===== src/rtl/ysyx_25040111_axi_arbiter.sv =====
// ---------------------------------------------------------------------------
// ysyx_25040111_axi_arbiter
//
// Purpose:
//   Two-master, one-slave AXI4-Lite arbiter. M0 is the IFU (read only), M1 is
//   the LSU (read and write). Only one transaction is in flight at a time: the
//   grant is taken in IDLE, held until the R or B response handshakes, and is
//   followed by one mandatory IDLE cycle. A per-transaction timeout forces an
//   error response (resp=2'b11, rdata=0) if the slave never answers, and sets
//   the sticky timeout_err flag.
//
// Ports:
//   clk, rst_n          clock, synchronous active-low reset
//   m0_ar*/m0_r*        IFU read-address / read-data channels
//   m1_ar*/m1_r*        LSU read-address / read-data channels
//   m1_aw*/m1_w*/m1_b*  LSU write-address / write-data / write-response
//   s_*                 slave-side mirror of the above, directions inverted
//   timeout_err         sticky, set whenever a forced timeout response is driven
//   dbg_state           current arbiter state: 0 IDLE, 1 IFU_RD, 2 LSU_RD,
//                       3 LSU_WR
//
// Handshake semantics: every channel uses AXI valid/ready; a transfer happens
// on a rising edge where both valid and ready are 1. A source holds valid and
// payload stable until that edge; ready may depend combinationally on valid.
// ---------------------------------------------------------------------------
module ysyx_25040111_axi_arbiter #(
    parameter int LSU_FIRST = 1,
    parameter int TIMEOUT   = 1023,
    parameter int CNT_W     = 10
) (
    input  logic        clk,
    input  logic        rst_n,

    // IFU read channels
    input  logic        m0_arvalid,
    input  logic [31:0] m0_araddr,
    input  logic [2:0]  m0_arsize,
    output logic        m0_arready,
    output logic        m0_rvalid,
    output logic [31:0] m0_rdata,
    output logic [1:0]  m0_rresp,
    input  logic        m0_rready,

    // LSU read channels
    input  logic        m1_arvalid,
    input  logic [31:0] m1_araddr,
    input  logic [2:0]  m1_arsize,
    output logic        m1_arready,
    output logic        m1_rvalid,
    output logic [31:0] m1_rdata,
    output logic [1:0]  m1_rresp,
    input  logic        m1_rready,

    // LSU write channels
    input  logic        m1_awvalid,
    input  logic [31:0] m1_awaddr,
    input  logic [2:0]  m1_awsize,
    output logic        m1_awready,
    input  logic        m1_wvalid,
    input  logic [31:0] m1_wdata,
    input  logic [3:0]  m1_wstrb,
    input  logic        m1_wlast,
    output logic        m1_wready,
    output logic        m1_bvalid,
    output logic [1:0]  m1_bresp,
    input  logic        m1_bready,

    // Slave side
    output logic        s_arvalid,
    output logic [31:0] s_araddr,
    output logic [2:0]  s_arsize,
    input  logic        s_arready,
    input  logic        s_rvalid,
    input  logic [31:0] s_rdata,
    input  logic [1:0]  s_rresp,
    output logic        s_rready,
    output logic        s_awvalid,
    output logic [31:0] s_awaddr,
    output logic [2:0]  s_awsize,
    input  logic        s_awready,
    output logic        s_wvalid,
    output logic [31:0] s_wdata,
    output logic [3:0]  s_wstrb,
    output logic        s_wlast,
    input  logic        s_wready,
    input  logic        s_bvalid,
    input  logic [1:0]  s_bresp,
    output logic        s_bready,

    output logic        timeout_err,
    output logic [1:0]  dbg_state
);

    typedef enum logic [1:0] {
        IDLE   = 2'd0,
        IFU_RD = 2'd1,
        LSU_RD = 2'd2,
        LSU_WR = 2'd3
    } state_e;

    localparam logic [CNT_W-1:0] TO_VAL = CNT_W'(TIMEOUT);
    localparam bit               TO_EN  = (TIMEOUT != 0);

    state_e           state_q, state_d;
    logic [CNT_W-1:0] cnt_q, cnt_d;
    logic             err_q, err_d;

    // Response valid from the slave for the channel that closes the current
    // transaction (B for writes, R for reads).
    logic             slv_resp_valid;
    // Forced error response this cycle. A real response in the same cycle
    // suppresses it, so a late-but-valid answer is never replaced by an error.
    logic             to_hit;

    always_comb begin
        slv_resp_valid = (state_q == LSU_WR) ? s_bvalid : s_rvalid;
        to_hit = TO_EN && (state_q != IDLE) && (cnt_q == TO_VAL) && !slv_resp_valid;
    end

    // ------------------------------------------------------------------
    // Next-state logic
    // ------------------------------------------------------------------
    always_comb begin
        state_d = state_q;
        cnt_d   = cnt_q;
        err_d   = err_q | to_hit;

        case (state_q)
            IDLE: begin
                // Counter is zero on the first granted cycle.
                cnt_d = '0;
                if (LSU_FIRST != 0) begin
                    if (m1_awvalid)      state_d = LSU_WR;
                    else if (m1_arvalid) state_d = LSU_RD;
                    else if (m0_arvalid) state_d = IFU_RD;
                end else begin
                    if (m0_arvalid)      state_d = IFU_RD;
                    else if (m1_awvalid) state_d = LSU_WR;
                    else if (m1_arvalid) state_d = LSU_RD;
                end
            end
            IFU_RD: begin
                if (cnt_q != TO_VAL) cnt_d = cnt_q + CNT_W'(1);
                if ((s_rvalid || to_hit) && m0_rready) state_d = IDLE;
            end
            LSU_RD: begin
                if (cnt_q != TO_VAL) cnt_d = cnt_q + CNT_W'(1);
                if ((s_rvalid || to_hit) && m1_rready) state_d = IDLE;
            end
            LSU_WR: begin
                if (cnt_q != TO_VAL) cnt_d = cnt_q + CNT_W'(1);
                if ((s_bvalid || to_hit) && m1_bready) state_d = IDLE;
            end
            default: state_d = IDLE;
        endcase
    end

    always_ff @(posedge clk) begin
        if (!rst_n) begin
            state_q <= IDLE;
            cnt_q   <= '0;
            err_q   <= 1'b0;
        end else begin
            state_q <= state_d;
            cnt_q   <= cnt_d;
            err_q   <= err_d;
        end
    end

    // ------------------------------------------------------------------
    // Channel routing. Everything not belonging to the granted master is 0.
    // During a forced timeout cycle the slave-side valids and the request
    // readys are gated so nothing new is issued while the error is returned.
    // ------------------------------------------------------------------
    always_comb begin
        m0_arready = 1'b0;
        m0_rvalid  = 1'b0;
        m0_rdata   = 32'h0;
        m0_rresp   = 2'b00;
        m1_arready = 1'b0;
        m1_rvalid  = 1'b0;
        m1_rdata   = 32'h0;
        m1_rresp   = 2'b00;
        m1_awready = 1'b0;
        m1_wready  = 1'b0;
        m1_bvalid  = 1'b0;
        m1_bresp   = 2'b00;
        s_arvalid  = 1'b0;
        s_araddr   = 32'h0;
        s_arsize   = 3'b000;
        s_rready   = 1'b0;
        s_awvalid  = 1'b0;
        s_awaddr   = 32'h0;
        s_awsize   = 3'b000;
        s_wvalid   = 1'b0;
        s_wdata    = 32'h0;
        s_wstrb    = 4'h0;
        s_wlast    = 1'b0;
        s_bready   = 1'b0;

        case (state_q)
            IDLE: begin
                // Sink any stray or late response left over from an
                // abandoned transaction.
                s_rready = 1'b1;
                s_bready = 1'b1;
            end
            IFU_RD: begin
                s_arvalid  = m0_arvalid & ~to_hit;
                s_araddr   = m0_araddr;
                s_arsize   = m0_arsize;
                m0_arready = s_arready & ~to_hit;
                s_rready   = m0_rready;
                m0_rvalid  = s_rvalid | to_hit;
                m0_rdata   = to_hit ? 32'h0 : s_rdata;
                m0_rresp   = to_hit ? 2'b11 : s_rresp;
            end
            LSU_RD: begin
                s_arvalid  = m1_arvalid & ~to_hit;
                s_araddr   = m1_araddr;
                s_arsize   = m1_arsize;
                m1_arready = s_arready & ~to_hit;
                s_rready   = m1_rready;
                m1_rvalid  = s_rvalid | to_hit;
                m1_rdata   = to_hit ? 32'h0 : s_rdata;
                m1_rresp   = to_hit ? 2'b11 : s_rresp;
            end
            LSU_WR: begin
                // AW and W are passed independently; either order or both
                // at once is forwarded as presented.
                s_awvalid  = m1_awvalid & ~to_hit;
                s_awaddr   = m1_awaddr;
                s_awsize   = m1_awsize;
                m1_awready = s_awready & ~to_hit;
                s_wvalid   = m1_wvalid & ~to_hit;
                s_wdata    = m1_wdata;
                s_wstrb    = m1_wstrb;
                s_wlast    = m1_wlast;
                m1_wready  = s_wready & ~to_hit;
                s_bready   = m1_bready;
                m1_bvalid  = s_bvalid | to_hit;
                m1_bresp   = to_hit ? 2'b11 : s_bresp;
            end
            default: ;
        endcase
    end

    assign timeout_err = err_q;
    assign dbg_state   = state_q;

endmodule


===== config.mk =====
export PLATFORM = sky130hd
export DESIGN_NAME = ysyx_25040111_axi_arbiter
export DESIGN_NICKNAME = d
export VERILOG_FILES = /design/src/rtl/ysyx_25040111_axi_arbiter.sv
export SDC_FILE = /design/constraint.sdc
export NUM_CORES = 1
export LEC_CHECK = 0
export ABC_CLOCK_PERIOD_IN_PS = 5100
export CAP_MARGIN = 0
export CELL_PAD_IN_SITES_DETAIL_PLACEMENT = 1
export CELL_PAD_IN_SITES_GLOBAL_PLACEMENT = 1
export CORE_AREA = 2 2 150 152
export DETAILED_ROUTE_END_ITERATION = 12
export DIE_AREA = 0 0 152 154
export GPL_ROUTABILITY_DRIVEN = 0
export HOLD_SLACK_MARGIN = 0.1
export PLACE_DENSITY = 0.7
export SETUP_SLACK_MARGIN = 0.4
export SYNTH_ARGS = -nofsm -noshare
export SYNTH_HDL_FRONTEND = slang
export SYNTH_SLANG_ARGS = --single-unit

===== constraint.sdc =====
create_clock -name clk -period 5.1 [get_ports clk]
set_clock_uncertainty 0.2 [all_clocks]
set_input_delay 1.02 -clock clk [delete_from_list [all_inputs] [get_ports clk]]
set_output_delay 1.02 -clock clk [all_outputs]
set_load 0.02 [all_outputs]

==> flow_summary.json <==
{
  "status": "finished, final reports clean",
  "firstDrtPassIters": 6,
  "vias": 3842,
  "grt_setup_unrepaired": "false",
  "rrSetupSlack_ns": 2.54,
  "synth_seq_cells": 13,
  "nFillCells": 2555,
  "cts_tree": "yes",
  "antenna_left": 0,
  "arrival_ns": 3.21,
  "layout.nets": 905,
  "r2r-end": "dbg_state[1]",
  "die_area_um2": 23410,
  "p_leak_nw": 2.331,
  "ys_seq_area_share_pct": 10.91,
  "ir_drop_mv": 0.1777,
  "clk_pin_slew_ns": 0.05,
  "overflow": 0,
  "seqCellArea_um2": 260.3,
  "maxSlewViolCount": 0,
  "synth_area_leaders": "and2_1 (36%), a22oi_1 (11%), dfxtp_1 (11%), nor2b_1 (9.7%), clkbuf_1 (4.4%)",
  "syn-cell-area_um2": 2386,
  "async_reset_ff_share_pct": 0,
  "grt_max_degree": 85,
  "hp-start": "timeout_err",
  "cp-start-kind": "primary input",
  "fin_crit_sh_pct": 86.79,
  "h-tree-depth": 1,
  "pre_cts_slack_ns": 0.6149,
  "postCtsSetupBuffers": 0,
  "cts.repair.resized": 0,
  "yosysMostFrequentCell": "and2_1",
  "hold_depth": 1,
  "syn_nets": 542,
  "setup_viol": 0,
  "postSynthAreaPerCell_um2": 6.936,
  "crit-reg2reg-launch": "dbg_state[0]",
  "hold_end": "timeout_err",
  "numCtsBuffers": 3,
  "syn_inst": 344,
  "clock_latency_ns": 0.24,
  "cts_hold_buf": 0,
  "fin_hold_ws_ns": 0.2634,
  "fin_crit_ns": 4.426,
  "wl_per_cell_um": 18.16,
  "drt_iter0_markers": 171,
  "tightest_slew_ns": 0.9315,
  "fmax_mhz": 225.9,
  "clock_path_buffers": 2,
  "min_path_type": "register to register",
  "cap_violations": 0,
  "ys_dominant_reg_cell": "dfxtp_1",
  "multi_input_area_um2": 1992,
  "endpoint_kind": "primary output",
  "fp.dieH_um": 154,
  "fin_tns_setup_ns": 0,
  "p_total_w": 0.001914,
  "r2r_cells": 6,
  "drive_above_1_share_pct": 2.266,
  "grt_pass1_vias": 3945,
  "io_buffers": 383,
  "slew_headroom_pct": 37.90,
  "cp_max_fo": 6,
  "grt_pass1_wl_um": 26020,
  "fin_ws_ns": 0.6737,
  "antenna_found_initial": 2,
  "power.density_nw_per_um2": 290.9,
  "crit_required_ns": 3.88,
  "drc": 0,
  "cts_root_buf": "clkbuf_16",
  "yosys.area.top_type": "and2_1",
  "area_growth_pct": 175.7,
  "cts.sinks": 13,
  "num_io_pins": 384,
  "start_util_pct": 11.00,
  "yosysTopAreaCellShare_pct": 36.44,
  "dp_hpwl_um": 15020,
  "viasPerCell": 3.893,
  "die_x_um": 152,
  "synth_edf_count": 0,
  "path_class": "primary input to primary output",
  "synth.distinct_cells": 41,
  "wl_um": 17920,
  "coreArea_um2": 21690,
  "track_usage_pct": 14.33,
  "yosys_warnings": 0,
  "hold_viol_final": 0,
  "synth_top_cells_by_count": "and2_1 (139), nor2b_1 (37), a22oi_1 (35), clkbuf_1 (28), dfxtp_1 (13)",
  "fp-row-count": 54
}
[cells by family (layout without fill, tap and decap cells)]
family          after synthesis  in the layout  synth area share, %
compound gates               63             63                20.08
xor+xnor                      5              5                1.836
fa+ha+maj                     6              6                3.146
buf+inv                      35            397                5.715
flops                        13             13                10.91
mux                           5              5                2.150
other cells                   0              1                    0
simple gates                217            217                56.16
[critical path, stage by stage]
cell and delay, ns:
clkdlybuf4s50_1 0.53, mux2i_1 0.38, and2_1 0.33, buf_4 0.20, o21a_1 0.13, clkdlybuf4s50_1 0.62
[power breakdown]
group	switching (W)	leakage, nW	total [W]	internal (W)
Clock	0.0000463	0.0409	0.000151	0.000105
Sequential	0.0000131	0.105	0.000125	0.000112
Combinational	0.000828	2.18	0.00164	0.000810
Total	0.000887	2.33	0.00191	0.00103
[worst max-delay path by stage]
stage,start,end,depth (start not counted)
finish,s_bvalid,m1_rvalid,6
global route,s_bvalid,m1_rvalid,6
CTS,s_rvalid,m1_rvalid,6
detailed placement,s_rvalid,m1_rvalid,6
global placement,s_rvalid,m0_rresp[0],6
floorplan,s_bvalid,m0_rresp[0],4
[flip-flops by register name, indices dropped and copies added (netlist names)]
name / count
timeout_err: 1
cnt_q: 10
dbg_state: 2
[cells in the final DEF (no fill, tap or decap), types with 2 or more instances in the layout]
| cell type | Yosys | final |
|---|---|---|
| clkdlybuf4s50_1 | 0 | 383 |
| and2_1 | 139 | 139 |
| nor2b_1 | 37 | 37 |
| a22oi_1 | 35 | 35 |
| dfxtp_1 | 13 | 13 |
| o21a_1 | 10 | 10 |
| nor2_1 | 10 | 10 |
| nand2_1 | 7 | 7 |
| and3_1 | 6 | 6 |
| buf_4 | 1 | 6 |
| ha_1 | 6 | 5 |
| inv_1 | 4 | 4 |
| mux2i_1 | 4 | 4 |
| nor3_1 | 4 | 4 |
| nand3_1 | 3 | 3 |
| a21oi_1 | 3 | 3 |
| xnor2_1 | 3 | 3 |
| clkbuf_16 | 0 | 3 |
| a21boi_2 | 2 | 2 |
| nand2b_1 | 2 | 2 |
| xor2_1 | 2 | 2 |
| o211ai_1 | 2 | 2 |
| nor4b_1 | 2 | 2 |
| nor4_1 | 2 | 2 |
| a211oi_1 | 2 | 2 |
[area by class of cell]
type	count	share of cell area (%)
inverters	4	0.2282
repair buffers	389	58.96
multi-input cells	296	30.28
clock inverters	1	0.07607
diodes	1	0.03804
well taps	280	5.325
clock buffers	3	1.141
flip-flops and latches	13	3.956
[metrics by stage]
stage | instance area, um2 | std cells | utilization [%]
after floorplan | 2386 | 344 | -
after global placement | 6496 | 982 | 29.95
after detailed placement | 6496 | 982 | 29.95
after CTS | 6576 | 986 | 30.32
after global routing | 6579 | 987 | 30.33
final | 6579 | 987 | 30.33
[routing by layer]
layer / vias up / global-route usage, % / part of all wire [%]
li1: 1879 / - / -
met3: 10 / 4.030 / 6.9
met5: - / 0 / 0.073
met1: 1753 / 17.68 / 43
met4: 2 / 2.581 / 0.98
met2: 198 / 25.10 / 49
Power figures use the tool's default switching activity.
